<file path="config.mk">
export PLATFORM = sky130hd
export DESIGN_NAME = im_hit_collector
export DESIGN_NICKNAME = d
export VERILOG_FILES = /design/src/rtl/im_hit_collector.sv
export SDC_FILE = /design/constraint.sdc
export NUM_CORES = 1
export LEC_CHECK = 0
export CAP_MARGIN = 10
export CELL_PAD_IN_SITES_DETAIL_PLACEMENT = 1
export CELL_PAD_IN_SITES_GLOBAL_PLACEMENT = 2
export CORE_MARGIN = 2
export CORE_UTILIZATION = 41
export CTS_BUF_LIST = sky130_fd_sc_hd__clkbuf_8
export CTS_CLUSTER_DIAMETER = 80
export DETAILED_ROUTE_END_ITERATION = 16
export PLACE_DENSITY_LB_ADDON = 0.1
export REMOVE_ABC_BUFFERS = 1
export SKIP_CTS_REPAIR_TIMING = 1
export SLEW_MARGIN = 20
export SYNTH_ARGS = -nofsm -noshare
export SYNTH_HDL_FRONTEND = slang
export SYNTH_SLANG_ARGS = --single-unit
</file>
<file path="constraint.sdc">
create_clock -name clk -period 4.46 [get_ports clk]
set_clock_uncertainty 0.1 [all_clocks]
set_input_delay 0.892 -clock clk [delete_from_list [all_inputs] [get_ports clk]]
set_output_delay 0.892 -clock clk [all_outputs]
set_load 0.05 [all_outputs]
</file>
<file path="src/rtl/im_hit_collector.sv">
// im_hit_collector
// Downstream stage of the boost IM threshold test. Remembers which SNP pair
// is currently inside the interaction-measure generator, pairs it with the
// 1-bit significance result, queues significant pairs in a show-ahead FIFO
// and streams them out with valid/ready. Also keeps tested/hit/drop
// statistics and raises done_out once the scan has fully drained.

module im_hit_collector #(
  parameter int IDX_WIDTH  = 16,
  parameter int FIFO_DEPTH = 16,
  parameter int CNT_WIDTH  = 32
) (
  input  logic                            clk,
  input  logic                            rst,
  input  logic                            issue_valid,
  input  logic [IDX_WIDTH-1:0]            issue_idx_a,
  input  logic [IDX_WIDTH-1:0]            issue_idx_b,
  input  logic                            result_in,
  input  logic                            result_valid_in,
  input  logic                            scan_done_in,
  output logic                            out_valid,
  input  logic                            out_ready,
  output logic [IDX_WIDTH-1:0]            out_idx_a,
  output logic [IDX_WIDTH-1:0]            out_idx_b,
  output logic [$clog2(FIFO_DEPTH+1)-1:0] fifo_count,
  output logic [CNT_WIDTH-1:0]            tested_count,
  output logic [CNT_WIDTH-1:0]            hit_count,
  output logic [CNT_WIDTH-1:0]            drop_count,
  output logic                            overflow,
  output logic                            proto_err,
  output logic                            done_out
);

  localparam int PTR_W  = $clog2(FIFO_DEPTH);
  localparam int OCC_W  = $clog2(FIFO_DEPTH+1);
  localparam int ENTRY_W = 2 * IDX_WIDTH;

  localparam logic [0:0] IDLE    = 1'b0;
  localparam logic [0:0] PENDING = 1'b1;

  logic [0:0]           state_q, state_d;
  logic [IDX_WIDTH-1:0] latA_q, latA_d;
  logic [IDX_WIDTH-1:0] latB_q, latB_d;

  logic [ENTRY_W-1:0]   mem_q [FIFO_DEPTH];
  logic [PTR_W-1:0]     wrPtr_q, wrPtr_d;
  logic [PTR_W-1:0]     rdPtr_q, rdPtr_d;
  logic [OCC_W-1:0]     fifoCount_q, fifoCount_d;

  logic [CNT_WIDTH-1:0] tested_q, tested_d;
  logic [CNT_WIDTH-1:0] hit_q, hit_d;
  logic [CNT_WIDTH-1:0] drop_q, drop_d;
  logic                 overflow_q, overflow_d;
  logic                 protoErr_q, protoErr_d;
  logic                 donePending_q, donePending_d;

  logic accept;
  logic protoViol;
  logic fifoEmpty;
  logic fifoFull;
  logic pushReq;
  logic pushEn;
  logic popEn;
  logic dropEn;

  // Pending tracker: pairs each result with the indices latched at issue time
  always_comb begin
    state_d   = state_q;
    latA_d    = latA_q;
    latB_d    = latB_q;
    accept    = 1'b0;
    protoViol = 1'b0;
    if (state_q == IDLE) begin
      if (result_valid_in) begin
        protoViol = 1'b1;
      end
      if (issue_valid) begin
        state_d = PENDING;
        latA_d  = issue_idx_a;
        latB_d  = issue_idx_b;
      end
    end else begin
      if (result_valid_in) begin
        accept = 1'b1;
        if (issue_valid) begin
          latA_d = issue_idx_a;
          latB_d = issue_idx_b;
        end else begin
          state_d = IDLE;
        end
      end else if (issue_valid) begin
        protoViol = 1'b1;
      end
    end
  end

  // FIFO control: a full FIFO still takes a push when the head leaves that cycle
  always_comb begin
    fifoEmpty = (fifoCount_q == '0);
    fifoFull  = (fifoCount_q == OCC_W'(FIFO_DEPTH));
    pushReq   = accept & result_in;
    popEn     = ~fifoEmpty & out_ready;
    pushEn    = pushReq & (~fifoFull | popEn);
    dropEn    = pushReq & fifoFull & ~popEn;

    wrPtr_d     = pushEn ? wrPtr_q + PTR_W'(1) : wrPtr_q;
    rdPtr_d     = popEn  ? rdPtr_q + PTR_W'(1) : rdPtr_q;
    fifoCount_d = fifoCount_q;
    if (pushEn && !popEn) begin
      fifoCount_d = fifoCount_q + OCC_W'(1);
    end else if (popEn && !pushEn) begin
      fifoCount_d = fifoCount_q - OCC_W'(1);
    end
  end

  // Statistics, sticky flags and end-of-scan bookkeeping
  always_comb begin
    tested_d      = tested_q;
    hit_d         = hit_q;
    drop_d        = drop_q;
    overflow_d    = overflow_q | dropEn;
    protoErr_d    = protoErr_q | protoViol;
    donePending_d = donePending_q;
    if (accept && !(&tested_q)) begin
      tested_d = tested_q + CNT_WIDTH'(1);
    end
    if (pushReq && !(&hit_q)) begin
      hit_d = hit_q + CNT_WIDTH'(1);
    end
    if (dropEn && !(&drop_q)) begin
      drop_d = drop_q + CNT_WIDTH'(1);
    end
    if (scan_done_in) begin
      donePending_d = 1'b1;
    end else if (issue_valid) begin
      donePending_d = 1'b0;
    end
  end

  // Control and status registers with synchronous reset
  always_ff @(posedge clk) begin
    if (rst) begin
      state_q       <= IDLE;
      latA_q        <= '0;
      latB_q        <= '0;
      wrPtr_q       <= '0;
      rdPtr_q       <= '0;
      fifoCount_q   <= '0;
      tested_q      <= '0;
      hit_q         <= '0;
      drop_q        <= '0;
      overflow_q    <= 1'b0;
      protoErr_q    <= 1'b0;
      donePending_q <= 1'b0;
    end else begin
      state_q       <= state_d;
      latA_q        <= latA_d;
      latB_q        <= latB_d;
      wrPtr_q       <= wrPtr_d;
      rdPtr_q       <= rdPtr_d;
      fifoCount_q   <= fifoCount_d;
      tested_q      <= tested_d;
      hit_q         <= hit_d;
      drop_q        <= drop_d;
      overflow_q    <= overflow_d;
      protoErr_q    <= protoErr_d;
      donePending_q <= donePending_d;
    end
  end

  // Hit storage; contents are don't-care until the count covers them
  always_ff @(posedge clk) begin
    if (pushEn && !rst) begin
      mem_q[wrPtr_q] <= {latA_q, latB_q};
    end
  end

  // Show-ahead outputs come straight from registered state
  always_comb begin
    out_valid    = ~fifoEmpty;
    out_idx_a    = mem_q[rdPtr_q][ENTRY_W-1:IDX_WIDTH];
    out_idx_b    = mem_q[rdPtr_q][IDX_WIDTH-1:0];
    fifo_count   = fifoCount_q;
    tested_count = tested_q;
    hit_count    = hit_q;
    drop_count   = drop_q;
    overflow     = overflow_q;
    proto_err    = protoErr_q;
    done_out     = donePending_q & (state_q == IDLE) & fifoEmpty;
  end

endmodule

</file>
Word-level counts from Yosys, hierarchy flattened

Memory sizes are Yosys's and may differ from the RTL's. A register that Yosys moved wholly into a read port is not among the register bits.
Index checks and enable logic that the tools add are counted.

Add/subtract/negate cells: 7
$mul: 0
Divide/modulo/power cells: 0
$lt $le $gt $ge: 0
Equal/unequal tests: 2
Shifts and indexed selects: 0
Muxes and demuxes: 21
Bitwise operators: 14
Reduce and logical (&&, ||, !) cells: 18

Operators by type and width:

| cell                    | count |
|---|---|
| $add A32 B1 Y32 const B | 3 |
| $mux W16                | 6 |
| $reduce_and A32 Y1      | 3 |
| $mux W1                 | 11 |
| $mux W5                 | 2 |
| $add A4 B1 Y4 const B   | 2 |
| $mux W4                 | 2 |
| $and A1 B1 Y1           | 7 |
| $logic_and A1 B1 Y1     | 6 |
| $logic_not A1 Y1        | 6 |
| $add A5 B1 Y5 const B   | 1 |
| $eq A5 B5 Y1 const B    | 1 |
| $logic_not A5 Y1        | 1 |
| $sub A5 B1 Y5 const B   | 1 |
| $not A1 Y1              | 4 |
| $reduce_bool A2 Y1      | 2 |
| $or A1 B1 Y1            | 3 |
| $ne A2 B2 Y1 const B    | 1 |

Bits in registers: 145
Latch bits: 0
Bits in writable memories: 512
Bits in read-only memories: 0
Bits of input ports: 39
Logic and storage cells: 75
Memories kept: 1

Memory list:

| name  | depth | bits a word | rd ports | clocked after memory_dff | write ports | RTL line | text |
|---|---|---|---|---|---|---|---|
| mem_q | 16    | 32          | 1        | 1                        | 1           | 45       | `logic [ENTRY_W-1:0] mem_q [FIFO_DEPTH];` |

Longest topological paths before layout

Gate-level depths: netlist of the first run.

Depth after elaboration: 9
Depth in mapped cells: 11
Depth with buffers taken out: 11

Least setup slack after synthesis of the first run

Ideal clock, no wire load.

Path type: input port to flip-flop
Start point: input result_in
End point: memory mem_q[3][0] (netlist name), enable pin
Setup time: 461 ps
Data arrival time: 3,966 ps
Required time: 3,899 ps
Slack: -67 ps
Stages on the path: 5
Path through: nand3_2 > a21oi_1 > nor2b_1 > nand2_1 > nor3_1

Cells in the longest elaborated chain, start to end: 5

RTL lines:

| item                          | RTL line | text |
|---|---|---|
| start: declaration            | 18       | `input logic result_in,` |
| $and A1 B1 Y1                 | 101      | `pushReq = accept & result_in;` |
| $and A1 B1 Y1                 | 103      | `pushEn = pushReq & (~fifoFull \| popEn);` |
| $logic_and A1 B1 Y1           | 173      | `if (pushEn && !rst) begin` |
| $mux W1                       | 173      |  |
| $mux W1 (implied by the code) | 174      | `mem_q[wrPtr_q] <= {latA_q, latB_q};` |
| end: declaration              | 45       |  |

No other way between the ends.

==> results.toml, run 1 <==
[yosys]
yosys.area.top_type = "edfxtp_1"
synthFlopType = "edfxtp_1"
synth_area_leaders = "edfxtp_1 59%, mux4_2 14%, dfxtp_1 11%"
synth.avg_cell_area_um2 = 16.7
yosys_register_bits = 661
yosysTopAreaCellShare = 0.590
synth_edf_count = 512
synth_warnings = 0
synthArstFlopShare = 0
yosysSeqAreaShare = 0.704
syn_area_um2 = 26100
syn-instance-count = 1563
synth_cell_types = 53

[routing]
dr.first_iter.drc_count = 854
wl_met3_um = 3710
via_count = 15100
drt_pass1_iterations = 5
ant_nets = 0
vias_per_cell = 5.48
dr.max_layer_used = "met5"
postRouteWirelength_um = 67200
post-route-drc-count = 0
wl_met1_um = 28900
wire_per_inst_um = 24.3
route.met2.wl_um = 33200

[place]
placed_cell_area_um2 = 29300
gp_congestion = 0.736
place_ws_ns = 0.658
dp_hpwl_um = 39400
port-buffer-count = 175

[grt]
antenna_found_initial = 6
grt_remaining_overflow = 0
grt_pass1_wl_um = 103000
grt_usage = 0.209
grt_max_degree = 74
grt_pass1_vias = 16200

[cts]
clock_latency_ns = 0.72
cts_htree_levels = 3
cts_tree = "done"
cts_sinks = 661
cts_buffers = 110
clk_pin_slew_ns = 0.06
clock_path_buffers = 3
cts-root-buf = "clkbuf_8"

[timing]
hold_ws_ns = 0.401
slew_headroom = 0.396
worstMarginPinSlew_ns = 0.905
post-route-min-period_ns = 4.29
rsz0062_at_grt = "false"
clock.fmax_mhz = 233
post-route-period-util = 0.963
setup_slack_ns = 0.167
slew_viol_final = 0
tns_ns = 0
timing_hold_violations_final = 0
final-setup-viol-count = 0

[floorplan]
dieArea_um2 = 65600
die_w_um = 256
start_util = 0.414
row_count = 92
die_height_um = 256
io_pins = 176
coreArea_um2 = 63000

[cells_and_area]
nets = 1880
drive_above_1_share = 0.216
final_cell_mix = "512 x edfxtp_1, 163 x clkdlybuf4s50_1, 160 x mux4_2, 145 x dfxtp_1, 119 x clkbuf_8"
area_delta_synth_final_pct = 20.7
design_area_um2 = 31500
final_common_cell = "edfxtp_1"
postLayoutCoreUtil = 0.500

[critical_path]
crit_type = "reg2out"
crit_path_max_incr_delay_ns = 0.73
cpMostUsedCell = "mux4_2"
worst_ep_arrival_time_ns = 3.30
cp_slowest_cell = "clkdlybuf4s50_1"
start_kind = "flop"
cp_top_family = "buffers and inverters"
path_max_fanout = 38
required_ns = 3.47
r2r_slack_ns = 1.11
crit_chain = "buf_12 -> mux4_2 -> mux4_2 -> clkdlybuf4s50_1"
crit_path_end_kind = "primary output"
path_buf_inv = 2

[power_and_ir_drop]
cellLeakagePower_nw = 10.0
power.density_nw_per_um2 = 466
ir_worst_vdd_mv = 0.211

[flow_run]
maxCapViolations = 0

[run_status]
status = "completed"

[worst_hold_path]
hp-class = "reg2reg"
per-layer routing:
| layer | track usage | vias up |
|---|---|---|
| met4 | 0.0585 | 10 |
| met2 | 0.345 | 341 |
| met1 | 0.276 | 7905 |
| met3 | 0.0502 | 117 |
| li1 | - | 6771 |
| met5 | 0 | - |
sequential cells by signal, summed over array words and instances (netlist names), named ones only:
register / cells
wrPtr_q: 4
overflow: 1
rdPtr_q: 4
fifo_count: 5
drop_count: 32
state_q: 1
hit_count: 32
tested_count: 32
latB_q: 16
mem_q: 512
latA_q: 16
donePending_q: 1
proto_err: 1
layout make-up:
class | instances | area, um2
tap | 846 | 1060
multi-input combinational | 805 | 7480
inverter | 17 | 63.8
timing repair buffer | 233 | 2440
antenna | 1 | 2.50
clock inverter | 82 | 418
clock buffer | 119 | 1640
fill | 6050 | 31500
sequential | 661 | 18400
cell usage after synthesis (2+ instances only):
| library cell | n |
|---|---|
| nor4_1 | 5 |
| o21ai_0 | 30 |
| a21o_1 | 3 |
| nor2b_1 | 13 |
| edfxtp_1 | 512 |
| a211oi_1 | 8 |
| or4_1 | 14 |
| nand2b_1 | 5 |
| a31oi_1 | 6 |
| xor2_1 | 19 |
| mux4_2 | 160 |
| mux2_2 | 10 |
| a2111oi_0 | 3 |
| mux2i_1 | 4 |
| ha_1 | 12 |
| nor3_1 | 15 |
| inv_1 | 17 |
| nand3_1 | 35 |
| o41ai_1 | 2 |
| a21oi_1 | 92 |
| or2_2 | 3 |
| and4_1 | 11 |
| a311oi_1 | 2 |
| o31ai_1 | 13 |
| a31o_2 | 5 |
| nor3b_1 | 3 |
| and3_1 | 16 |
| buf_2 | 3 |
| xnor2_1 | 19 |
| o2111ai_1 | 4 |
| nand4_1 | 39 |
| nor2_1 | 90 |
| and2_1 | 8 |
| dfxtp_1 | 149 |
| nand2_1 | 108 |
| clkbuf_1 | 61 |
| or3_1 | 29 |
| nor4_2 | 3 |
| buf_1 | 16 |
| o211ai_1 | 3 |
worst reg2reg max path, cell delays in order (launching register included):
cell	delay [ns]
dfxtp_1	0.37
nor4_1	0.55
nand2b_1	0.33
nand2_1	0.26
ha_1	0.22
inv_1	0.12
fa_1	0.42
a21o_1	0.18
a21oi_1	0.16
xnor2_1	0.09
or3_1	0.30
a21oi_1	0.15
worst paths after layout:
path	to	from	cells after the start
hold / removal	flop	rdPtr_q[3]$_SDFFE_PP0N_	2
setup reg to reg	fifo_count[4]$_SDFFE_PP0P_	fifo_count[1]$_SDFFE_PP0P_	11
hold reg to reg	flop	rdPtr_q[3]$_SDFFE_PP0N_	2
setup / recovery	out_idx_a[13]	flop	4
where the power goes:
part           leakage (nW)  internal [mW]  switching [mW]  total, mW
Sequential             5.92           6.70           0.141       6.84
Clock                  1.21           2.53            2.45       4.98
Combinational          2.91           1.39            1.45       2.84
Total                  10.0           10.6            4.05       14.7
per-stage QoR:
| step | instances | total power [mW] |
|---|---|---|
| 2_1_floorplan | 1483 | 9.16 |
| 6_report | 2764 | 14.7 |
| 5_1_grt | 2764 | 15.3 |
| 3_3_place_gp | 2556 | 9.78 |
| 3_5_place_dp | 2556 | 9.81 |
| 4_1_cts | 2757 | 14.8 |
logic make-up after synthesis:
| logic type | count (synthesis) | share of synthesized area |
|---|---|---|
| buffers and inverters | 97 | 0.0141 |
| flip-flops | 661 | 0.704 |
| AO/OA/AOI/OAI | 177 | 0.0400 |
| XOR/XNOR | 38 | 0.0128 |
| AND/OR/NAND/NOR | 403 | 0.0786 |
| multiplexers | 174 | 0.144 |
| adder cells (fa/ha/maj) | 13 | 0.00653 |
No activity file was read; power rests on OpenSTA's default activity.
==> run 2: changes to the inputs <==
--- a/config.mk
+++ b/config.mk
@@ -9,7 +9,7 @@
 export CELL_PAD_IN_SITES_DETAIL_PLACEMENT = 1
 export CELL_PAD_IN_SITES_GLOBAL_PLACEMENT = 2
 export CORE_MARGIN = 2
-export CORE_UTILIZATION = 41
+export CORE_UTILIZATION = 46
 export CTS_BUF_LIST = sky130_fd_sc_hd__clkbuf_8
 export CTS_CLUSTER_DIAMETER = 80
 export DETAILED_ROUTE_END_ITERATION = 16
==> constraint.sdc (replaced) <==
create_clock -name clk -period 3.98 [get_ports clk]
set_clock_uncertainty 0.1 [all_clocks]
set_input_delay 0.796 -clock clk [delete_from_list [all_inputs] [get_ports clk]]
set_output_delay 0.796 -clock clk [all_outputs]
set_load 0.05 [all_outputs]
==> run 2 against run 1 <==
  * Design area decreased by 0.80%
  * Cell count decreased by 3.1%
  * Setup slack got worse by 0.028 ns
  * Power increased by 10%
  * Sequential power increased by 12%
  * First-iteration DRC count increased by 14%
  * Non-clock buffer count increased by 3
  * Die area decreased by 11%
  * Count of clock-buffer cells in the layout decreased by 3
  * Largest power group unchanged
==> results.toml, run 2 (synthesized netlist as in run 1, its figures left out) <==
[power_and_ir_drop]
cellLeakagePower_nw = 10.1
power_mw = 16.2
power.density_nw_per_um2 = 519
ir_worst_vdd_mv = 0.260

[critical_path]
start_kind = "flop"
crit_path_max_incr_delay_ns = 0.53
cp_slowest_cell = "dfxtp_4"
r2r_slack_ns = 0.69
crit_type = "reg2out"
path_max_fanout = 20
worst_ep_arrival_time_ns = 2.95
path_buf_inv = 3
crit_path_end_kind = "primary output"
required_ns = 3.08
rr_worst_depth = 11
crit_cells = 5
crit_chain = "buf_12 -> buf_12 -> mux4_2 -> mux4_2 -> buf_4"
cp_top_family = "multiplexers"

[timing]
post-route-min-period_ns = 3.84
slew_headroom = 0.339
rsz0062_at_grt = "true"
clock.fmax_mhz = 260
slew_viol_final = 0
worstMarginPinSlew_ns = 0.983
post-route-period-util = 0.965
setup_slack_ns = 0.139
timing_hold_violations_final = 0
final-setup-viol-count = 0

[cells_and_area]
drive_above_1_share = 0.222
regMostFlops = "mem_q"
area_delta_synth_final_pct = 19.7
largest_reg_flops = 512
final_common_cell = "edfxtp_1"
final_cell_mix = "512 x edfxtp_1, 160 x mux4_2, 145 x dfxtp_1, 141 x clkdlybuf4s50_1, 116 x clkbuf_8"
nets = 1880
postLayoutCoreUtil = 0.556

[routing]
dr.first_iter.drc_count = 972
wire_per_inst_um = 24.2
post-route-drc-count = 0
via_count = 15200
ant_nets = 0
vias_per_cell = 5.66
drt_pass1_iterations = 5
postRouteWirelength_um = 64900

[flow_run]
maxCapViolations = 0

[floorplan]
row_count = 87
die_height_um = 242
io_pins = 176
coreArea_um2 = 56200
die_w_um = 242
start_util = 0.464
dieArea_um2 = 58600

[grt]
grt_pass1_wl_um = 100000
grt_usage = 0.225
grt_pass1_vias = 16400
antenna_found_initial = 5
grt_remaining_overflow = 0
grt_max_degree = 66

[worst_hold_path]
hp-class = "reg2reg"
hold_depth = 2

[place]
gp_congestion = 0.770
place_ws_ns = 0.272
dp_hpwl_um = 39600
port-buffer-count = 175

[cts]
clock_path_buffers = 3
cts_buffers = 107
cts_sinks = 661
cts-root-buf = "clkbuf_8"
cts_htree_levels = 3
clock_latency_ns = 0.69
clk_pin_slew_ns = 0.06
cts_tree = "done"

[run_status]
status = "completed"
run 2: per-layer routing:
| layer | GRT usage | share of wire | vias to the layer above |
|---|---|---|---|
| met4 | 0.0615 | 0.020 | 4 |
| li1 | - | - | 6773 |
| met3 | 0.0495 | 0.054 | 108 |
| met2 | 0.379 | 0.50 | 371 |
| met5 | 0 | 0.00034 | - |
| met1 | 0.298 | 0.42 | 7904 |
run 2: path summary, 6_finish.rpt:
| kind | startpoint | end |
|---|---|---|
| worst min register to register | overflow$_SDFF_PP0_ | overflow$_SDFF_PP0_ |
| worst min-delay path | overflow$_SDFF_PP0_ | overflow$_SDFF_PP0_ |
| worst max-delay path | flop | out_idx_b[6] |
| worst max register to register | fifo_count[0]$_SDFFE_PP0P_ | fifo_count[4]$_SDFFE_PP0P_ |
run 2: area by class of cell:
| cell class | count | area [um2] |
|---|---|---|
| multi-input cells | 805 | 7480 |
| clock inverters | 84 | 392 |
| inverters | 17 | 63.8 |
| clock buffers | 116 | 1600 |
| fillers | 5309 | 25000 |
| repair buffers | 236 | 2360 |
| diodes | 3 | 7.51 |
| flip-flops and latches | 661 | 18400 |
| well taps | 756 | 946 |
run 2: worst reg2reg max path, delay by kind of cell (launching register included):
kind / cells / cell delay, ns
buffers and inverters: 1 / 0.11
adders and majority gates: 2 / 0.64
xor gates and xnor gates: 1 / 0.10
DFF: 1 / 0.37
AOI/OAI and AO/OA: 3 / 0.50
and+or+nand+nor: 4 / 1.40
run 2: per-stage QoR:
| stage | TNS (ns) | hold slack (ns) | instances | area (um2) |
|---|---|---|---|---|
| 2_1_floorplan | -173.49 | 0.343 | 1483 | 25800 |
| 6_report | 0 | 0.400 | 2678 | 31200 |
| 4_1_cts | -4.49 | 0.381 | 2673 | 31100 |
| 3_3_place_gp | 0 | 0.378 | 2473 | 29100 |
| 3_5_place_dp | 0 | 0.387 | 2473 | 29100 |
| 5_1_grt | -0.0508 | 0.404 | 2677 | 31200 |
run 2: report_power, final:
| part | internal (mW) | leakage [nW] | switching (mW) | total [mW] |
|---|---|---|---|---|
| Combinational | 1.50 | 3.02 | 1.61 | 3.11 |
| Clock | 2.75 | 1.19 | 2.65 | 5.40 |
| Sequential | 7.50 | 5.92 | 0.181 | 7.69 |
==> run 3: changes to the inputs <==
--- a/config.mk
+++ b/config.mk
@@ -5,6 +5,7 @@
 export SDC_FILE = /design/constraint.sdc
 export NUM_CORES = 1
 export LEC_CHECK = 0
+export ABC_CLOCK_PERIOD_IN_PS = 3980
 export CAP_MARGIN = 10
 export CELL_PAD_IN_SITES_DETAIL_PLACEMENT = 1
 export CELL_PAD_IN_SITES_GLOBAL_PLACEMENT = 2
@@ -20,3 +21,4 @@
 export SYNTH_ARGS = -nofsm -noshare
 export SYNTH_HDL_FRONTEND = slang
 export SYNTH_SLANG_ARGS = --single-unit
+export TNS_END_PERCENT = 50
==> run 3 against run 2 <==
  * Setup slack got worse by 0.051 ns
  * Largest cell class unchanged
  * Global-route usage did not move
  * Critical endpoint is now out_idx_a[0]
  * Combinational power fell by 1%
  * Register-to-register slack barely moved
  * Critical path type unchanged
==> results.toml, run 3 (synthesized netlist as in run 1, its figures left out) <==
[critical_path]
crit_path_max_incr_delay_ns = 0.58
cpMostUsedCell = "mux4_2"
crit_chain = "buf_12 -> buf_16 -> mux4_2 -> mux4_2 -> buf_4"
start_kind = "flop"
crit_path_end_kind = "primary output"
crit_type = "reg2out"
path_max_fanout = 48
required_ns = 3.08
cp_slowest_cell = "dfxtp_4"
worst_ep_arrival_time_ns = 3.00

[cts]
cts_htree_levels = 3
cts-root-buf = "clkbuf_8"
clock_latency_ns = 0.70
clock_path_buffers = 3
clk_pin_slew_ns = 0.06
cts_sinks = 661
cts_buffers = 107
cts_tree = "done"

[floorplan]
coreArea_um2 = 56200
die_height_um = 242
io_pins = 176
start_util = 0.464
die_w_um = 242
dieArea_um2 = 58600
row_count = 87

[grt]
antenna_found_initial = 5
grt_remaining_overflow = 0
grt_pass1_wl_um = 100000
grt_max_degree = 66
grt_pass1_vias = 16400
grt_usage = 0.225

[timing]
slew_viol_final = 0
post-route-min-period_ns = 3.89
tns_ns = 0
final-setup-viol-count = 0
post-route-period-util = 0.978
slew_headroom = 0.339
clock.fmax_mhz = 257
worstMarginPinSlew_ns = 0.983
timing_hold_violations_final = 0
rsz0062_at_grt = "true"

[cells_and_area]
regArea_um2 = 18400
largest_reg_flops = 512
drive_above_1_share = 0.222
nets = 1879
final_common_cell = "edfxtp_1"
final_cell_mix = "512 x edfxtp_1, 160 x mux4_2, 145 x dfxtp_1, 141 x clkdlybuf4s50_1, 116 x clkbuf_8"
regMostFlops = "mem_q"
multi_input_area_um2 = 7480
fillers = 5312
area_delta_synth_final_pct = 19.6

[worst_hold_path]
hp-class = "reg2reg"

[routing]
vias_per_cell = 5.67
drt_pass1_iterations = 5
post-route-drc-count = 0
dr.first_iter.drc_count = 959
wire_per_inst_um = 24.2
via_count = 15200
postRouteWirelength_um = 64700
ant_nets = 0

[power_and_ir_drop]
power.density_nw_per_um2 = 518
power_switching_mw = 4.43
comb_power_share = 0.190
clkPwrFrac = 0.334
power_mw = 16.2
power_switching_share = 0.274
intPower_mw = 11.7
seqPwrFrac = 0.476
cellLeakagePower_nw = 10.1
ir_worst_vdd_mv = 0.260

[run_status]
status = "completed"

[flow_run]
maxCapViolations = 0

[place]
gp_congestion = 0.770
port-buffer-count = 175
dp_hpwl_um = 39600
[run 3: cell type report]
class	instances	share of cell area
well taps	756	0.0303
clock inverters	84	0.0126
clock buffers	116	0.0512
inverters	17	0.00205
flip-flops and latches	661	0.589
diodes	3	0.000241
multi-input cells	805	0.240
repair buffers	235	0.0750
[run 3: stage by stage]
step / hold WS [ns] / utilization / std cells / instance area (um2) / setup WS, ns
4_1_cts: 0.381 / 0.554 / 2673 / 31100 / -0.260
2_1_floorplan: 0.343 / - / 1483 / 25800 / -3.50
6_report: 0.397 / 0.555 / 2677 / 31200 / 0.0878
5_1_grt: 0.400 / 0.555 / 2676 / 31200 / -0.0509
3_5_place_dp: 0.387 / 0.518 / 2473 / 29100 / 0.272
3_3_place_gp: 0.378 / 0.518 / 2473 / 29100 / 0.412
[run 3: metal layers]
layer	vias up	wire, um	GRT usage
li1	6762	-	-
met1	7894	27100	0.298
met2	409	32600	0.379
met3	102	3760	0.0495
met4	4	1200	0.0615
met5	-	22	0
[run 3: final timing paths]
kind              cells after the start  slack, ns                          to                        from
setup / recovery                      5       0.09                out_idx_a[0]                        flop
hold / removal                        2       0.40         overflow$_SDFF_PP0_         overflow$_SDFF_PP0_
setup reg to reg                     11       0.69  fifo_count[4]$_SDFFE_PP0P_  fifo_count[0]$_SDFFE_PP0P_
hold reg to reg                       2       0.40         overflow$_SDFF_PP0_         overflow$_SDFF_PP0_
[run 3: critical path: cells and delay by family, from the launching register on]
| kind | cells | cell delay, ns |
|---|---|---|
| buffers and inverters | 3 | 0.75 |
| DFF | 1 | 0.58 |
| muxes | 2 | 0.94 |
[run 3: power groups by stage]
stage | Combinational (mW) | Sequential [mW] | Clock, mW
2_1_floorplan | 1.98 | 8.12 | 0
3_3_place_gp | 3.06 | 7.84 | 0
3_5_place_dp | 3.08 | 7.86 | 0
4_1_cts | 3.09 | 7.71 | 5.57
5_1_grt | 3.28 | 7.71 | 5.87
6_report | 3.07 | 7.69 | 5.40
